[src/rtl/ysyx_24100029_wbu.sv]
// ysyx_24100029_wbu: write-back stage.
// Registers one result from the LSU, then drives the GPR write port, the
// CSR write port and the retire record for exactly one cycle.
// Optional feature macro: YSYX_24100029_PERF_CNT_EN adds the 64-bit mcycle and
// minstret counters behind perf_sel_i / perf_rdata_o. When the macro is not
// defined, perf_rdata_o is tied to zero.
module ysyx_24100029_wbu (
  input  logic        clock,
  input  logic        reset,
  input  logic        valid_last_i,
  output logic        ready_last_o,
  input  logic [31:0] pc_i,
  input  logic [31:0] inst_i,
  input  logic        R_wen_i,
  input  logic [4:0]  rd_i,
  input  logic [31:0] Ex_result_i,
  input  logic [31:0] LSU_Rdata_i,
  input  logic        mem_ren_i,
  input  logic [3:0]  csr_wen_i,
  input  logic [31:0] csrs_i,
  output logic        rf_wen_o,
  output logic [4:0]  rf_waddr_o,
  output logic [31:0] rf_wdata_o,
  output logic [3:0]  csr_we_o,
  output logic [31:0] csr_wdata_o,
  output logic        commit_valid_o,
  output logic [31:0] commit_pc_o,
  output logic [31:0] commit_inst_o,
  input  logic [1:0]  perf_sel_i,
  output logic [31:0] perf_rdata_o
);

  logic        ready_q,     ready_d;
  logic        wb_valid_q,  wb_valid_d;
  logic [31:0] pc_q,        pc_d;
  logic [31:0] inst_q,      inst_d;
  logic        r_wen_q,     r_wen_d;
  logic [4:0]  rd_q,        rd_d;
  logic [31:0] ex_result_q, ex_result_d;
  logic [31:0] lsu_rdata_q, lsu_rdata_d;
  logic        mem_ren_q,   mem_ren_d;
  logic [3:0]  csr_wen_q,   csr_wen_d;
  logic [31:0] csrs_q,      csrs_d;
  logic        fire;

  assign fire = valid_last_i & ready_q;

  // Next-state: holding registers load only on a handshake, otherwise hold.
  always_comb begin
    ready_d     = 1'b1;
    wb_valid_d  = fire;
    pc_d        = pc_q;
    inst_d      = inst_q;
    r_wen_d     = r_wen_q;
    rd_d        = rd_q;
    ex_result_d = ex_result_q;
    lsu_rdata_d = lsu_rdata_q;
    mem_ren_d   = mem_ren_q;
    csr_wen_d   = csr_wen_q;
    csrs_d      = csrs_q;
    if (fire) begin
      pc_d        = pc_i;
      inst_d      = inst_i;
      r_wen_d     = R_wen_i;
      rd_d        = rd_i;
      ex_result_d = Ex_result_i;
      lsu_rdata_d = LSU_Rdata_i;
      mem_ren_d   = mem_ren_i;
      csr_wen_d   = csr_wen_i;
      csrs_d      = csrs_i;
    end
  end

  // Stage registers with synchronous reset; reset drops any pending result.
  always_ff @(posedge clock) begin
    if (reset) begin
      ready_q     <= 1'b0;
      wb_valid_q  <= 1'b0;
      pc_q        <= '0;
      inst_q      <= '0;
      r_wen_q     <= 1'b0;
      rd_q        <= '0;
      ex_result_q <= '0;
      lsu_rdata_q <= '0;
      mem_ren_q   <= 1'b0;
      csr_wen_q   <= '0;
      csrs_q      <= '0;
    end else begin
      ready_q     <= ready_d;
      wb_valid_q  <= wb_valid_d;
      pc_q        <= pc_d;
      inst_q      <= inst_d;
      r_wen_q     <= r_wen_d;
      rd_q        <= rd_d;
      ex_result_q <= ex_result_d;
      lsu_rdata_q <= lsu_rdata_d;
      mem_ren_q   <= mem_ren_d;
      csr_wen_q   <= csr_wen_d;
      csrs_q      <= csrs_d;
    end
  end

  // Output strobes are gated by wb_valid; x0 is never written.
  always_comb begin
    ready_last_o   = ready_q;
    rf_wen_o       = wb_valid_q & r_wen_q & (rd_q != 5'd0);
    rf_waddr_o     = rd_q;
    rf_wdata_o     = mem_ren_q ? lsu_rdata_q : ex_result_q;
    csr_we_o       = wb_valid_q ? csr_wen_q : 4'b0000;
    csr_wdata_o    = csrs_q;
    commit_valid_o = wb_valid_q;
    commit_pc_o    = pc_q;
    commit_inst_o  = inst_q;
  end

`ifdef YSYX_24100029_PERF_CNT_EN
  logic [63:0] mcycle_q,   mcycle_d;
  logic [63:0] minstret_q, minstret_d;

  // Counter next-state: both wrap naturally at all-ones.
  always_comb begin
    mcycle_d   = mcycle_q + 64'd1;
    minstret_d = minstret_q;
    if (wb_valid_q) minstret_d = minstret_q + 64'd1;
  end

  // Counter registers.
  always_ff @(posedge clock) begin
    if (reset) begin
      mcycle_q   <= '0;
      minstret_q <= '0;
    end else begin
      mcycle_q   <= mcycle_d;
      minstret_q <= minstret_d;
    end
  end

  // Counter read mux.
  always_comb begin
    perf_rdata_o = 32'd0;
    case (perf_sel_i)
      2'd0: perf_rdata_o = mcycle_q[31:0];
      2'd1: perf_rdata_o = mcycle_q[63:32];
      2'd2: perf_rdata_o = minstret_q[31:0];
      2'd3: perf_rdata_o = minstret_q[63:32];
      default: perf_rdata_o = 32'd0;
    endcase
  end
`else
  logic unused_perf_sel;
  assign unused_perf_sel = ^perf_sel_i;
  assign perf_rdata_o    = 32'd0;
`endif

endmodule

[config.mk]
export PLATFORM = sky130hd
export DESIGN_NAME = ysyx_24100029_wbu
export DESIGN_NICKNAME = d
export VERILOG_FILES = /design/src/rtl/ysyx_24100029_wbu.sv
export SDC_FILE = /design/constraint.sdc
export NUM_CORES = 1
export LEC_CHECK = 0
export ABC_AREA = 1
export CAP_MARGIN = 20
export CORE_AREA = 4 4 135 137
export DETAILED_ROUTE_END_ITERATION = 10
export DIE_AREA = 0 0 139 141
export DONT_BUFFER_PORTS = 1
export PLACE_DENSITY = 0.54
export SLEW_MARGIN = 20
export SYNTH_ARGS = -nofsm -noshare
export SYNTH_HDL_FRONTEND = slang
export SYNTH_SLANG_ARGS = --single-unit
[constraint.sdc]
create_clock -name clock -period 1.3 [get_ports clock]
set_clock_uncertainty 0.15 [all_clocks]
set_input_delay 0.325 -clock clock [delete_from_list [all_inputs] [get_ports clock]]
set_output_delay 0.325 -clock clock [all_outputs]
set_load 0.02 [all_outputs]
==> impl_metrics.env, run 1 <==
export IMPL_drt_initial_violations=360
export IMPL_finalMaxSlewViolations=0
export IMPL_final_layout_size_suffix_gt1_share_pct=55.49
export IMPL_rsz0062_at_grt="true"
export IMPL_timing_hold_ws_ns=-0.1657
export IMPL_post_dp_hpwl_um=12910
export IMPL_worstSkewPairLatency_ns=0.41
export IMPL_critPathCaptureType="output port"
export IMPL_grt_pass1_wl_um=31870
export IMPL_report_final_setup_viol=172
export IMPL_layout_cells_most_common="sky130_fd_sc_hd__nand3_1"
export IMPL_sequential_share_of_the_synthesized_area_pct=49.40
export IMPL_ys_warnings_count=0
export IMPL_critPathMaxFanout=10
export IMPL_htree_num_levels=4
export IMPL_crit_path_slowest_cell="sky130_fd_sc_hd__dfxtp_4"
export IMPL_routed_wl_um=25330
export IMPL_worst_r2r_path_depth=6
export IMPL_cts_hold_repair_buffers=1
export IMPL_design_core_area_um2=17060
export IMPL_first_pass_iters=5
export IMPL_data_required_time_of_the_worst_path_ns=0.82
export IMPL_critPathArrivalTime_ns=1.32
export IMPL_num_fill_cells=1419
export IMPL_die_x_um=139
export IMPL_regToRegStartpoint="ready_last_o"
export IMPL_worstPathCellList="buf_4, nand2_1, o21ai_2"
export IMPL_finalNetCount=1111
export IMPL_synth_seq_cells=173
export IMPL_antenna_found_initial=0
export IMPL_period_minus_slack_ns=1.792
export IMPL_criticalPathCategory="reg2out"
export IMPL_placed_area_um2=7296
export IMPL_syn_to_final_growth_pct=54.97
export IMPL_finish_instance_area_um2=10860
export IMPL_total_cts_buffers=17
export IMPL_leakage_power_nw=4.080
export IMPL_first_global_vias=5746
export IMPL_worstSetupStartpointType="register"
export IMPL_final_period_utilization_pct=137.8
export IMPL_clock_root_buffer="sky130_fd_sc_hd__clkbuf_16"
export IMPL_final_cell_mix="sky130_fd_sc_hd__nand3_1, sky130_fd_sc_hd__a21oi_2, sky130_fd_sc_hd__dfxtp_4"
export IMPL_ios=348
export IMPL_diodes=0
export IMPL_syn_inst=916
export IMPL_outcome="complete, but fails checks"
export IMPL_hold_class="in2reg"
export IMPL_failed_checks="hold timing, setup timing"
export IMPL_via_per_inst=5.493
export IMPL_timing_critical_path_slowest_cell_delay_ns=0.46
export IMPL_r2r_setup_slk_ns=-0.12
export IMPL_dp_slack_ns=-0.09370
export IMPL_hold_path_endpoint="commit_pc_o[26]"
export IMPL_timing_final_ws_setup_ns=-0.4915
export IMPL_initial_core_utilization_pct=41.10
export IMPL_cts_tree="done"
export IMPL_timing_hold_worst_path_depth=1
export IMPL_synth_cell_types=14
export IMPL_netlist_area_um2=7010
export IMPL_powerDensity_nw_per_um2=1172
export IMPL_timing_rr_end="lsu_rdata_q[13]"
export IMPL_grt_max_degree=174
export IMPL_dieArea_um2=19600
export IMPL_via_count=6443
export IMPL_final_gp_congestion=0.7782
export IMPL_place_port_buffers=0
export IMPL_avgSynthCellArea_um2=7.653
export IMPL_ant_nets=0
export IMPL_post_drt_wl_per_cell_um=21.59
export IMPL_worst_setup_hold_path_clk_slew_ns=0.07
export IMPL_drv_max_cap_violation_count=0
export IMPL_drt_drc_violations_left=0
export IMPL_setup_tns_ns=-24.44
export IMPL_grt_util_all_layers_pct=19.93
export IMPL_grt_overflow_total=0
export IMPL_floorplan_rows=48
export IMPL_clock_path_buffers=2
export IMPL_max_clock_freq_mhz=558.2
export IMPL_fp_dieH_um=141
export IMPL_finalHoldViolations=172
export IMPL_irDropWorstVdd_mv=0.8851
export IMPL_final_core_util_pct=63.70
export IMPL_min_delay_start="reset"
export IMPL_tritoncts_num_sinks=173
-- kinds of logic after synthesis --
group	share of synthesized area [%]
other cells	0.05349
flops	49.40
compound gates	14.49
buf+inv	12.26
simple gates	23.79
-- layer usage --
layer	global-route usage, %	vias to the layer above	wire (µm)
li1	-	3041	-
met1	24.86	3106	10190
met2	32.50	261	12670
met3	6.784	35	1989
met4	6.591	0	477
met5	0	-	0
-- sequential cells by signal, indices dropped and copies added, names as in the netlist --
name and flops:
commit_inst_o 32, r_wen_q 1, ex_result_q 32, csr_wen_q 4, lsu_rdata_q 32, rf_waddr_o 5, mem_ren_q 1, ready_last_o 1
csr_wdata_o 32, commit_pc_o 32, commit_valid_o 1
-- Yosys cell counts (all sizes together) --
| library cell | n | area share (%) |
|---|---|---|
| a21oi | 171 | 12 |
| nor2 | 3 | 0.16 |
| nand2 | 210 | 11 |
| conb | 1 | 0.053 |
| inv | 40 | 2.1 |
| dfxtp | 173 | 49 |
| o21ai | 32 | 2.3 |
| buf | 98 | 9.3 |
| nand3 | 172 | 12 |
| clkbuf | 16 | 0.86 |
-- cell type report --
cell class	instances	area [µm²]	area share (%)
multi-input combinational	621	4462	41.07
inverter	40	160.2	1.474
clock inverter	14	155.1	1.428
timing repair buffer	82	1526	14.05
sequential	173	3840	35.34
tap	225	281.5	2.591
clock buffer	18	439.2	4.042
-- critical path, delay by kind of cell (launching register included) --
family                 cells  cell delay (ns)
buffers and inverters      1             0.23
DFF                        1             0.46
and+or+nand+nor            1             0.08
AOI/OAI and AO/OA          1             0.12
-- repair_timing --
action | in CTS | in global routing
setup buffers | 4 | 17
endpoints found under the setup margin | 140 | 276
gates cloned | 2 | 34
pin swaps | 9 | 67
endpoints found under the hold margin | 173 | 172
resized for setup | 235 | 399
-- through the flow --
step           cells  power (mW)
2_1_floorplan    947       6.954
3_3_place_gp    1083       6.924
3_5_place_dp    1083       6.939
4_1_cts         1122       12.09
5_1_grt         1173       13.26
6_report        1173       12.73
-- worst max path at each step --
stage          slack (ns)        endpoint       from
2_1_floorplan      -0.008   rf_wdata_o[0]  mem_ren_q
3_3_place_gp        -0.09  rf_wdata_o[26]  mem_ren_q
3_5_place_dp        -0.09  rf_wdata_o[28]  mem_ren_q
4_1_cts             -0.51   rf_wdata_o[6]  mem_ren_q
5_1_grt             -0.56   rf_wdata_o[2]  mem_ren_q
6_report            -0.49   rf_wdata_o[2]  mem_ren_q
-- where the power goes --
part           switching [mW]  internal (mW)
Clock                    2.23           2.93
Combinational           0.903          0.809
Sequential              0.412           5.45
Total                    3.54           9.19
No activity file was read; power rests on OpenSTA's default activity.
==> run 2: changes to the inputs <==
--- a/config.mk
+++ b/config.mk
@@ -11,6 +11,7 @@
 export DETAILED_ROUTE_END_ITERATION = 10
 export DIE_AREA = 0 0 139 141
 export DONT_BUFFER_PORTS = 1
+export GPL_TIMING_DRIVEN = 0
 export PLACE_DENSITY = 0.54
 export SLEW_MARGIN = 20
 export SYNTH_ARGS = -nofsm -noshare
==> run 2 against run 1 <==
  * The run ends with setup timing left
  * Count of clock-buffer cells in the layout increased by 2
  * Largest power group unchanged
  * Final cell count increased by 22%
  * Fmax decreased by 2.2%
  * Power increased by 14%
  * Die area unchanged
==> impl_metrics.env, run 2 (same netlist as run 1, synthesis figures left out) <==
export IMPL_post_place_cells=1172
export IMPL_worstPathCellList="buf_12, buf_6, nand2_1, o21ai_4"
export IMPL_max_clock_freq_mhz=545.7
export IMPL_critPathArrivalTime_ns=1.36
export IMPL_first_global_vias=7848
export IMPL_crit_buf_inv=2
export IMPL_dp_slack_ns=-0.4379
export IMPL_cp_top_family="flip-flops"
export IMPL_grt_pass1_wl_um=42870
export IMPL_cts_tree="done"
export IMPL_criticalPathCategory="reg2out"
export IMPL_fp_dieH_um=141
export IMPL_data_required_time_of_the_worst_path_ns=0.82
export IMPL_totalPowerFinal_mw=14.52
export IMPL_worstSetupStartpointType="register"
export IMPL_die_x_um=139
export IMPL_antenna_found_initial=0
export IMPL_layout_cells_most_common="sky130_fd_sc_hd__dlygate4sd3_1"
export IMPL_worstSkewPairLatency_ns=0.43
export IMPL_crit_path_slowest_cell="sky130_fd_sc_hd__dfxtp_4"
export IMPL_ant_nets=0
export IMPL_routed_wl_um=32020
export IMPL_drt_drc_violations_left=0
export IMPL_clock_path_buffers=2
export IMPL_grt_overflow_total=0
export IMPL_post_dp_hpwl_um=16350
export IMPL_max_slew_margin_rel_pct=46.68
export IMPL_final_gp_congestion=0.7888
export IMPL_tritoncts_num_sinks=173
export IMPL_first_pass_iters=5
export IMPL_timing_worst_slew_pin_value_ns=0.7997
export IMPL_critPathCaptureType="output port"
export IMPL_drt_initial_violations=385
export IMPL_worst_setup_hold_path_clk_slew_ns=0.07
export IMPL_final_core_util_pct=82.50
export IMPL_failed_checks="setup timing"
export IMPL_critPathMaxFanout=10
export IMPL_setup_tns_ns=-53.21
export IMPL_place_port_buffers=0
export IMPL_initial_core_utilization_pct=41.10
export IMPL_finalHoldViolations=0
export IMPL_finish_instance_area_um2=14070
export IMPL_rsz0062_at_grt="true"
export IMPL_dieArea_um2=19600
export IMPL_total_cts_buffers=17
export IMPL_final_instance_count_excl_fill=1426
export IMPL_timing_final_ws_setup_ns=-0.5325
export IMPL_htree_num_levels=4
export IMPL_syn_to_final_growth_pct=100.7
export IMPL_via_count=7834
export IMPL_clock_root_buffer="sky130_fd_sc_hd__clkbuf_16"
export IMPL_powerDensity_nw_per_um2=1032
export IMPL_grt_util_all_layers_pct=27.26
export IMPL_timing_hold_ws_ns=0.2764
export IMPL_report_final_setup_viol=262
export IMPL_post_drt_wl_per_cell_um=22.45
export IMPL_finalMaxSlewViolations=0
export IMPL_period_minus_slack_ns=1.833
export IMPL_outcome="complete, but fails checks"
export IMPL_drv_max_cap_violation_count=0
export IMPL_floorplan_rows=48
export IMPL_diodes=0
export IMPL_irDropWorstVdd_mv=0.9713
export IMPL_design_core_area_um2=17060
export IMPL_via_per_inst=5.494
export IMPL_finalNetCount=1364
export IMPL_final_period_utilization_pct=141.0
export IMPL_ios=348
export IMPL_timing_critical_path_slowest_cell_delay_ns=0.40
export IMPL_hold_class="in2reg"
export IMPL_final_layout_size_suffix_gt1_share_pct=61.70
export IMPL_placed_area_um2=7709
export IMPL_grt_max_degree=17
export IMPL_final_cell_mix="sky130_fd_sc_hd__dlygate4sd3_1, sky130_fd_sc_hd__a21oi_2, sky130_fd_sc_hd__dfxtp_4"
export IMPL_leakage_power_nw=5.169
[run 2: changes by cell type in the layout (fill, tap and decap cells not counted), moves of 39 or more]
| cell | previous run | this run |
|---|---|---|
| sky130_fd_sc_hd__nand3_1 | 155 | 82 |
| sky130_fd_sc_hd__nand3_2 | 16 | 57 |
| sky130_fd_sc_hd__a21oi_2 | 118 | 157 |
| sky130_fd_sc_hd__a21oi_1 | 53 | 14 |
| sky130_fd_sc_hd__nand2_2 | 40 | 90 |
| sky130_fd_sc_hd__dlygate4sd3_1 | 1 | 171 |
[run 2: where the power goes]
part           total, mW  switching [mW]  internal, mW
clock network       5.77            2.27          3.50
logic               2.86            1.47          1.39
registers           5.89           0.449          5.44
[run 2: repair_timing]
item | 4_1_cts | 5_1_grt
setup endpoints to repair | 312 | 311
buffers inserted | 22 | 10
hold buffers | 171 | 0
gates resized for setup | 597 | 312
cloned | 28 | 8
pin swaps | 59 | 117
hold endpoints to repair | 171 | 0
[run 2: worst paths after layout]
path                                      from              end  slack [ns]  cells past startpoint
worst max-delay path                 mem_ren_q   rf_wdata_o[19]       -0.53                      4
worst min-delay path              valid_last_i  commit_pc_o[24]        0.28                      4
worst max register to register    ready_last_o   commit_pc_o[9]       -0.31                      8
worst min register to register  lsu_rdata_q[2]   lsu_rdata_q[2]        0.31                      2
[run 2: worst register-to-register path: cells and delay by family (launching register included)]
kind | cells | cell delay [ns]
compound gates | 1 | 0.17
buf+inv | 5 | 0.65
flops | 1 | 0.38
simple gates | 2 | 0.19
[run 2: area by class of cell]
class / instances / area (µm²)
Buffer: 108 / 998.5
Clock buffer: 20 / 446.7
Clock inverter: 12 / 209.0
Fill cell: 895 / 2984
Inverter: 40 / 162.7
Multi-Input combinational cell: 620 / 5286
Sequential cell: 173 / 3854
Tap cell: 225 / 281.5
Timing Repair Buffer: 228 / 2834
[run 2: routing by layer]
| layer | GRT usage, % | vias up | share of wire (%) |
|---|---|---|---|
| li1 | - | 3553 | - |
| met1 | 29.65 | 3814 | 36 |
| met2 | 49.55 | 377 | 52 |
| met3 | 8.514 | 90 | 7.8 |
| met4 | 10.61 | 0 | 3.6 |
| met5 | 0 | - | 0 |
